<file path="config.mk">
export PLATFORM = sky130hd
export DESIGN_NAME = hs_xfer_sched_flat
export DESIGN_NICKNAME = d
export VERILOG_FILES = /design/src/rtl/hs_xfer_sched_if.sv /design/src/rtl/hs_xfer_sched.sv /design/src/flat_wrapper.sv
export SDC_FILE = /design/constraint.sdc
export NUM_CORES = 1
export LEC_CHECK = 0
export CAP_MARGIN = 0
export CELL_PAD_IN_SITES_DETAIL_PLACEMENT = 0
export CELL_PAD_IN_SITES_GLOBAL_PLACEMENT = 1
export CORE_MARGIN = 1
export CORE_UTILIZATION = 25
export CTS_CLUSTER_SIZE = 40
export DETAILED_ROUTE_END_ITERATION = 8
export GPL_TIMING_DRIVEN = 0
export PLACE_DENSITY = 0.56
export SYNTH_ARGS = -nofsm -noshare
export SYNTH_HDL_FRONTEND = slang
export SYNTH_SLANG_ARGS = --single-unit
</file>
<file path="constraint.sdc">
create_clock -name clk -period 4.8 [get_ports clk]
set_input_delay 0.48 -clock clk [delete_from_list [all_inputs] [get_ports clk]]
set_output_delay 0.48 -clock clk [all_outputs]
set_load 0.01 [all_outputs]
</file>
<file path="src/rtl/hs_xfer_sched_if.sv">
// Bundle of event, req/ack channel and status signals around the transfer scheduler.
// No logic, zero latency; pure wiring between the scheduler and its environment.
// Backpressure is carried by the four-phase hs_req/hs_ack pair; events never stall.
interface hs_xfer_sched_if #(
  parameter int N   = 4,
  parameter int IDW = 2
);
  logic [N-1:0]   ev_pulse;
  logic           hs_req;
  logic [IDW-1:0] hs_id;
  logic           hs_ack;
  logic           done;
  logic [IDW-1:0] done_id;
  logic           err;
  logic [N-1:0]   ovf;
  logic           busy;

  // Scheduler side: consumes events and ack, drives the channel and status.
  modport master (
    input  ev_pulse,
    input  hs_ack,
    output hs_req,
    output hs_id,
    output done,
    output done_id,
    output err,
    output ovf,
    output busy
  );

  // Environment side: event sources, synchronizer ack and status observers.
  modport slave (
    output ev_pulse,
    output hs_ack,
    input  hs_req,
    input  hs_id,
    input  done,
    input  done_id,
    input  err,
    input  ovf,
    input  busy
  );
endinterface

</file>
<file path="src/rtl/hs_xfer_sched.sv">
// Round-robin scheduler sharing one four-phase req/ack CDC channel among N event sources.
// Latency: event sampled at edge t -> pending after t, hs_req rises after t+1 when idle.
// Backpressure: one transfer in flight; events queue one deep per source, extras flag ovf.
module hs_xfer_sched #(
  parameter int N       = 4,
  parameter int IDW     = 2,
  parameter int TIMEOUT = 255,
  parameter int CW      = 8
) (
  input  logic              clk,
  input  logic              sys_rst,
  hs_xfer_sched_if.master   bus
);

  typedef enum logic [1:0] {
    S_IDLE     = 2'd0,
    S_REQ      = 2'd1,
    S_WAIT_LOW = 2'd2,
    S_ABORT    = 2'd3
  } state_e;

  localparam logic [CW-1:0]  TMO_LAST = CW'(TIMEOUT - 1);
  localparam logic [IDW-1:0] LAST_RST = IDW'(N - 1);
  localparam logic [IDW:0]   N_EXT    = (IDW+1)'(N);

  state_e          state_q;
  logic [N-1:0]    pend_q, pend_d;
  logic [N-1:0]    ovf_q, ovf_d;
  logic [IDW-1:0]  last_q;
  logic [IDW-1:0]  hs_id_q;
  logic [IDW-1:0]  done_id_q;
  logic            hs_req_q;
  logic            done_q;
  logic            err_q;
  logic            busy_q;
  logic [CW-1:0]   cnt_q, cnt_d;

  logic            gnt_vld;
  logic            gnt_fire;
  logic [IDW-1:0]  gnt_idx;
  logic [IDW:0]    cand;

  // Round-robin search starting one past the last granted source, wrapping modulo N.
  always_comb begin
    gnt_vld = 1'b0;
    gnt_idx = '0;
    cand    = '0;
    for (int k = 1; k <= N; k++) begin
      cand = {1'b0, last_q} + (IDW+1)'(k);
      if (cand >= N_EXT) begin
        cand = cand - N_EXT;
      end
      if (!gnt_vld && pend_q[cand[IDW-1:0]]) begin
        gnt_vld = 1'b1;
        gnt_idx = cand[IDW-1:0];
      end
    end
  end

  assign gnt_fire = (state_q == S_IDLE) && gnt_vld;

  // Pending latches: a new event beats the grant clear; an event hitting a still-pending
  // source that is not being granted this cycle is lost and recorded in ovf.
  always_comb begin
    pend_d = pend_q;
    ovf_d  = ovf_q;
    for (int i = 0; i < N; i++) begin
      if (bus.ev_pulse[i]) begin
        pend_d[i] = 1'b1;
        if (pend_q[i] && !(gnt_fire && (gnt_idx == IDW'(i)))) begin
          ovf_d[i] = 1'b1;
        end
      end else if (gnt_fire && (gnt_idx == IDW'(i))) begin
        pend_d[i] = 1'b0;
      end
    end
  end

  // Saturating watchdog increment; saturation is never reached with a legal TIMEOUT.
  assign cnt_d = (cnt_q == {CW{1'b1}}) ? cnt_q : cnt_q + CW'(1);

  // Channel FSM with registered outputs, plus pending/overflow state.
  always_ff @(posedge clk or posedge sys_rst) begin
    if (sys_rst) begin
      state_q   <= S_IDLE;
      pend_q    <= '0;
      ovf_q     <= '0;
      last_q    <= LAST_RST;
      hs_id_q   <= '0;
      done_id_q <= '0;
      hs_req_q  <= 1'b0;
      done_q    <= 1'b0;
      err_q     <= 1'b0;
      busy_q    <= 1'b0;
      cnt_q     <= '0;
    end else begin
      pend_q <= pend_d;
      ovf_q  <= ovf_d;
      done_q <= 1'b0;
      err_q  <= 1'b0;
      case (state_q)
        S_IDLE: begin
          if (gnt_vld) begin
            hs_id_q  <= gnt_idx;
            last_q   <= gnt_idx;
            hs_req_q <= 1'b1;
            cnt_q    <= '0;
            busy_q   <= 1'b1;
            state_q  <= S_REQ;
          end
        end
        S_REQ: begin
          if (bus.hs_ack) begin
            hs_req_q <= 1'b0;
            cnt_q    <= '0;
            state_q  <= S_WAIT_LOW;
          end else if (cnt_q == TMO_LAST) begin
            hs_req_q <= 1'b0;
            err_q    <= 1'b1;
            state_q  <= S_ABORT;
          end else begin
            cnt_q <= cnt_d;
          end
        end
        S_WAIT_LOW: begin
          if (!bus.hs_ack) begin
            done_q    <= 1'b1;
            done_id_q <= hs_id_q;
            busy_q    <= 1'b0;
            state_q   <= S_IDLE;
          end else if (cnt_q == TMO_LAST) begin
            err_q   <= 1'b1;
            state_q <= S_ABORT;
          end else begin
            cnt_q <= cnt_d;
          end
        end
        S_ABORT: begin
          // Wait out the stray ack; the aborted event is dropped, not retried.
          hs_req_q <= 1'b0;
          if (!bus.hs_ack) begin
            busy_q  <= 1'b0;
            state_q <= S_IDLE;
          end
        end
        default: begin
          hs_req_q <= 1'b0;
          busy_q   <= 1'b0;
          state_q  <= S_IDLE;
        end
      endcase
    end
  end

  assign bus.hs_req  = hs_req_q;
  assign bus.hs_id   = hs_id_q;
  assign bus.done    = done_q;
  assign bus.done_id = done_id_q;
  assign bus.err     = err_q;
  assign bus.ovf     = ovf_q;
  assign bus.busy    = busy_q;

endmodule

</file>
<file path="src/flat_wrapper.sv">
// flat-port wrapper written by rule: the top's interface ports become plain ports
module hs_xfer_sched_flat 
#(
  parameter int N       = 4,
  parameter int IDW     = 2,
  parameter int TIMEOUT = 255,
  parameter int CW      = 8
)
  (clk, sys_rst, bus_ev_pulse, bus_hs_ack, bus_hs_req, bus_hs_id, bus_done, bus_done_id, bus_err, bus_ovf, bus_busy);
  hs_xfer_sched_if #(.N(N), .IDW(IDW)) bus_i ();
  input  logic clk;
  input  logic sys_rst;
  input wire logic [$bits(bus_i.ev_pulse)-1:0] bus_ev_pulse;
  input wire logic [$bits(bus_i.hs_ack)-1:0] bus_hs_ack;
  output wire logic [$bits(bus_i.hs_req)-1:0] bus_hs_req;
  output wire logic [$bits(bus_i.hs_id)-1:0] bus_hs_id;
  output wire logic [$bits(bus_i.done)-1:0] bus_done;
  output wire logic [$bits(bus_i.done_id)-1:0] bus_done_id;
  output wire logic [$bits(bus_i.err)-1:0] bus_err;
  output wire logic [$bits(bus_i.ovf)-1:0] bus_ovf;
  output wire logic [$bits(bus_i.busy)-1:0] bus_busy;
  assign bus_i.ev_pulse = bus_ev_pulse;
  assign bus_i.hs_ack = bus_hs_ack;
  assign bus_hs_req = bus_i.hs_req;
  assign bus_hs_id = bus_i.hs_id;
  assign bus_done = bus_i.done;
  assign bus_done_id = bus_i.done_id;
  assign bus_err = bus_i.err;
  assign bus_ovf = bus_i.ovf;
  assign bus_busy = bus_i.busy;
  hs_xfer_sched #(.N(N), .IDW(IDW), .TIMEOUT(TIMEOUT), .CW(CW)) u_core (.clk(clk), .sys_rst(sys_rst), .bus(bus_i));
endmodule
</file>
Word-level counts from Yosys, hierarchy flattened:

Index checks and enable logic that the tools add are counted.

* bits in registers: 28
* input bits: 7
* output and inout bits: 12
* logic and storage cells: 139

* add/sub/neg operators: 9
* magnitude comparators: 8
* equal/unequal tests: 13
* mux-type cells: 52
* bitwise gates (word level): 1
* reductions and logical operators: 39

Operators with widths (number)
* two-way mux 8 bit: 5
* two-way mux 2 bit: 13
* two-way mux 1 bit: 25
* one-hot mux 8 bit (3 select lines): 1
* equality test 8 bit (second input constant): 2
* AND reduction 2 bit: 7
* >= comparator 3 bit (second input constant): 4
* logical AND 1 bit: 12
* less-than comparator 2 x 3 -> 1 bit (second input constant): 4
* nonzero test 2 bit: 5
* AND reduction 3 bit: 3
* adder 8 x 1 -> 8 bit (second input constant): 1
* binary-select mux 1 bit (select 2 bit): 4
* equality test 2 bit (second input constant): 4
* one-hot mux 2 bit (4 select lines): 1
* subtractor 2 x 1 -> 2 bit (second input constant): 4
* logical NOT 1 bit: 7
* adder 2 x 2 -> 3 bit (second input constant): 2
* != test 2 bit (second input constant): 3
* nonzero test 3 bit: 2
* equality test 2 x 1 -> 1 bit (second input constant): 2
* logical NOT 2 bit: 2
* one-hot mux 1 bit (2 select lines): 2
* adder 2 x 1 -> 3 bit (second input constant): 1
* 6 further kinds: 6

Longest topological paths before layout:

* depth after elaboration: 20
* mapped depth: 7
* depth with buffers taken out: 6

Least setup slack after synthesis:

No wires, ideal clock.

* path type: register to register
* start: register u_core.state_q[0]
* end: register u_core.cnt_q[1]
* library setup time: 128 ps
* arrival time: 1551 ps
* data required time: 4672 ps
* path slack: 3121 ps
* cell stages (with the launch flop): 7
* path buffers: 0
* period minus slack after synthesis: 1679 ps
* path through: dfrtp_1 > inv_1 > ha_1 > nor2b_1 > a211oi_4 > a21boi_0 > o22ai_1

* cells in the longest elaborated chain, start to end: 3
* elaborated cells between the ends (all ways): 8
* classes of those cells: eq/ne: 4; mux: 1; reduce/logical: 3

RTL lines
* start, declared: RTL line hs_xfer_sched.sv:26 `state_e state_q;`
* start signal, assigned: RTL line hs_xfer_sched.sv:85 `state_q <= S_IDLE;`
* start signal, assigned: RTL line hs_xfer_sched.sv:109 `state_q <= S_REQ;`
* start signal, assigned: RTL line hs_xfer_sched.sv:116 `state_q <= S_WAIT_LOW;`
* equality test 2 bit, or another cell as far along: RTL line hs_xfer_sched.sv:101 `case (state_q)`
* != test 2 bit (no source line), or another cell as far along
* AND reduction 3 bit (no source line)
* end signal, assigned: RTL line hs_xfer_sched.sv:122 `cnt_q <= cnt_d;`
* end signal, assigned: RTL line hs_xfer_sched.sv:135 `cnt_q <= cnt_d;`
* end, declared: RTL line hs_xfer_sched.sv:36 `logic [CW-1:0] cnt_q, cnt_d;`

Several ways; a longest one is shown, not always the timed one.
A chain may end at the register's enable or synchronous reset.

Worst setup path after layout:

* start: register u_core.state_q[0]
* end: register u_core.cnt_q[6]

The elaborated chain is that of the path after synthesis.

==> results by group <==
Timing
  • Setup-failing EPs final: 0
  • Tmin final: 1940 ps
  • Max_slew headroom: 0.269
  • Pins Over Slew Limit: 0
  • Total Neg Setup Slack: 0 ps
  • Fmax: 516 MHz
  • RSZ-0062 raised after global routing: false
  • Slew @ Worst Pin: 1100 ps
  • Worst Skew: 5.18 ps
  • Final period util: 0.403
  • Final hold vios: 0

Routing
  • WL/cell: 13.1 µm
  • First DRT Iteration DRCs: 60
  • DRT antenna net count: 0
  • DRC Markers: 0
  • DRT Pass-1 Iters: 5
  • Drt total wl: 3.35 mm
  • DR vias: 1268
  • Drt via density: 4.97

Min path
  • Hold Crit Class: flop to flop

Yosys
  • Post-synthesis async set-or-reset flop share: 1.00
  • Largest family of logic cells by synthesized area: compound AO/OA/AOI/OAI gates
  • Mux cell area share after synthesis: 0.0277
  • Yosys cell types: 45
  • Post-synth EDFFs: 0
  • Seq/Total Area, Yosys: 0.445
  • Post-Synth Simple-Gate Area: 0.179
  • Post-synthesis compound-gate area fraction: 0.259
  • Post-synth net total: 172
  • Synth Register Bits: 28
  • Adder-cell share of the synthesized area: 0.0554
  • Cells after Synth: 158
  • Most used DFF post-synth: dfrtp_1
  • XOR/XNOR Fraction of Synth Area: 0
  • Synthesized area: 1580 µm²
  • Mapped Avg Cell Area: 10.0 µm²
  • Ys Warns: 0

Setup path
  • R2r setup slk: 2860 ps
  • Startpoint types: flop
  • Crit path kind: flop to flop
  • Worst Setup End Kind: flop
  • Maximum fanout along the worst path: 10
  • CP arrival: 2130 ps
  • Critical Path RT: 5000 ps

Final layout
  • Final core occ: 0.315
  • Layout cells sized above 1: 0.111
  • FILL cells: 626
  • Syn-to-layout area delta: 20.2%
  • Net count, final: 195
  • Antenna cells: 0

Clocking
  • Number of clock buffers inserted by TritonCTS: 3
  • CTS tree: built
  • Worst-path clk slew: 100 ps
  • Root Buffer: clkbuf_8
  • H-tree levels: 1
  • CTS Buffer Depth: 2
  • Clock Sinks: 28
  • # hold bufs at CTS: 0
  • Post_cts resized: 0
  • Post-CTS setup buffer count: 0
  • Clock Latency Late Sink: 280 ps

Power
  • Worst VDD drop: 0.379 mV
  • Lkg Pwr: 0.743 nW
  • Power per cell area: 543 nW/µm²

Floorplan
  • I/O pin cnt: 19
  • Row count: 28
  • Initial Utilization: 0.262
  • Chip width: 81.5 µm
  • Core area: 6030 µm²
  • Die Area: 6650 µm²
  • Die Ht: 81.5 µm

Placed design
  • Hpwl dp: 2.45 mm
  • Port Buffers: 18
  • Final GP Congestion: 0.862

Job
  • Max-Cap Viols: 0

GRT
  • Initial antenna violation count: 0
  • First-pass GRT wire length: 5.74 mm
  • Grt ovf: 0
  • Overall Global Routing Usage: 0.112
  • Largest net degree at the start of global routing: 29
  • Vias in the first global route: 1227

Outcome
  • Status: finished clean
==> flip-flops by register name, summed over array words and instances (netlist names) <==
signal and flops:
u_core.bus.err 1, u_core.bus.busy 1, u_core.bus.ovf 4, u_core.last_q 2
u_core.pend_q 4, u_core.bus.done_id 2, u_core.bus.done 1, u_core.bus.hs_id 2
u_core.cnt_q 8, u_core.bus.hs_req 1, u_core.state_q 2
==> synthesized netlist by cell type (all sizes together), types with 2 or more instances <==
cell,instances,area (µm²)
inv,9,33.8
nor2b,3,18.8
dfrtp,26,651
a22oi,4,30.0
nor3,6,35.0
nand4,3,18.8
nand3,3,15.0
a21oi,13,68.8
nand2,13,48.8
dfstp,2,52.6
o311ai,2,32.5
a41oi,2,17.5
buf,3,21.3
and3,2,12.5
mux2,3,33.8
ha,7,87.6
o21a,3,22.5
a21o,3,22.5
a31o,3,26.3
nor2,10,37.5
o21ai,12,60.1
nand2b,3,18.8
and2,3,18.8
o211ai,3,22.5
or2b,2,15.0
==> worst paths after layout <==
path | startpoint | end | depth (start not counted)
setup / recovery | u_core.state_q[0]$_DFFE_PP0P_ | u_core.cnt_q[6]$_DFFE_PP0P_ | 7
hold / removal | u_core.bus.ovf[1]$_DFFE_PP0P_ | u_core.bus.ovf[1]$_DFFE_PP0P_ | 1
setup reg to reg | u_core.state_q[0]$_DFFE_PP0P_ | u_core.cnt_q[6]$_DFFE_PP0P_ | 7
hold reg to reg | u_core.bus.ovf[1]$_DFFE_PP0P_ | u_core.bus.ovf[1]$_DFFE_PP0P_ | 1
max in group asynchronous | sys_rst | u_core.bus.hs_id[0]$_DFFE_PP0P_ | 2
min in group asynchronous | sys_rst | u_core.state_q[1]$_DFFE_PP0P_ | 2
==> routing by layer <==
layer,track usage,up-vias,part of all wire
met2,0.189,29,0.47
met4,0.0161,0,0.0033
li1,-,632,-
met1,0.143,605,0.48
met5,0,-,0
met3,0.0311,2,0.043
==> layout make-up <==
type / count / area [µm²] / area share
Tap cell: 75 / 93.8 / 0.0494
Multi-Input combinational cell: 118 / 823 / 0.433
Inverter: 9 / 33.8 / 0.0178
Timing Repair Buffer: 18 / 180 / 0.0948
Sequential cell: 28 / 703 / 0.370
Clock buffer: 4 / 45.0 / 0.0237
Buffer: 3 / 21.3 / 0.0112
==> where the power goes <==
group / switching (mW) / internal, mW / total, mW / leakage, nW
Combinational: 0.282 / 0.236 / 0.517 / 0.391
Clock: 0.0759 / 0.0596 / 0.135 / 0.0228
Sequential: 0.0755 / 0.304 / 0.380 / 0.329
Total: 0.433 / 0.599 / 1.03 / 0.743
==> through the flow <==
step / instances / power (mW) / setup WS, ps / hold slack, ps / area [µm²]
after floorplan: 158 / 0.752 / 3120 / 467 / 1580
after global placement: 251 / 0.895 / 2680 / 455 / 1860
after detailed placement: 251 / 0.907 / 2650 / 454 / 1860
after CTS: 255 / 1.05 / 2840 / 489 / 1900
after global routing: 255 / 1.12 / 2690 / 509 / 1900
final: 255 / 1.03 / 2860 / 478 / 1900
==> kinds of logic (layout without fill, tap and decap cells) <==
group / count (synthesis) / after routing
flip-flops: 28 / 28
buffers and inverters: 12 / 34
adder cells (fa/ha/maj): 7 / 7
AO/OA/AOI/OAI: 55 / 55
multiplexers: 4 / 4
AND/OR/NAND/NOR: 52 / 52
==> worst max-delay path, stage by stage (launching register included) <==
cell	delay, ps
dfrtp_1	420
inv_1	110
ha_1	300
nor2b_1	230
a211oi_4	350
buf_6	190
o21ai_0	80
a22oi_1	150
==> placed cells by master (no fill, tap or decap), types with 2 or more instances in the layout <==
cell type	n
nor2b_1	3
nand3_1	3
mux2_2	2
buf_2	2
nand2_1	13
clkdlybuf4s50_1	18
nand2b_1	3
a21oi_1	12
nor3_1	5
a21o_1	3
and2_1	3
a22oi_1	4
a41oi_1	2
nor2_1	10
and3_1	2
o21a_1	3
a31o_1	2
inv_1	9
nand4_1	3
o21ai_0	12
o311ai_2	2
dfrtp_1	26
clkbuf_8	3
or2b_1	2
ha_1	7
o211ai_1	3
dfstp_2	2
No activity file was read; power rests on OpenSTA's default activity.
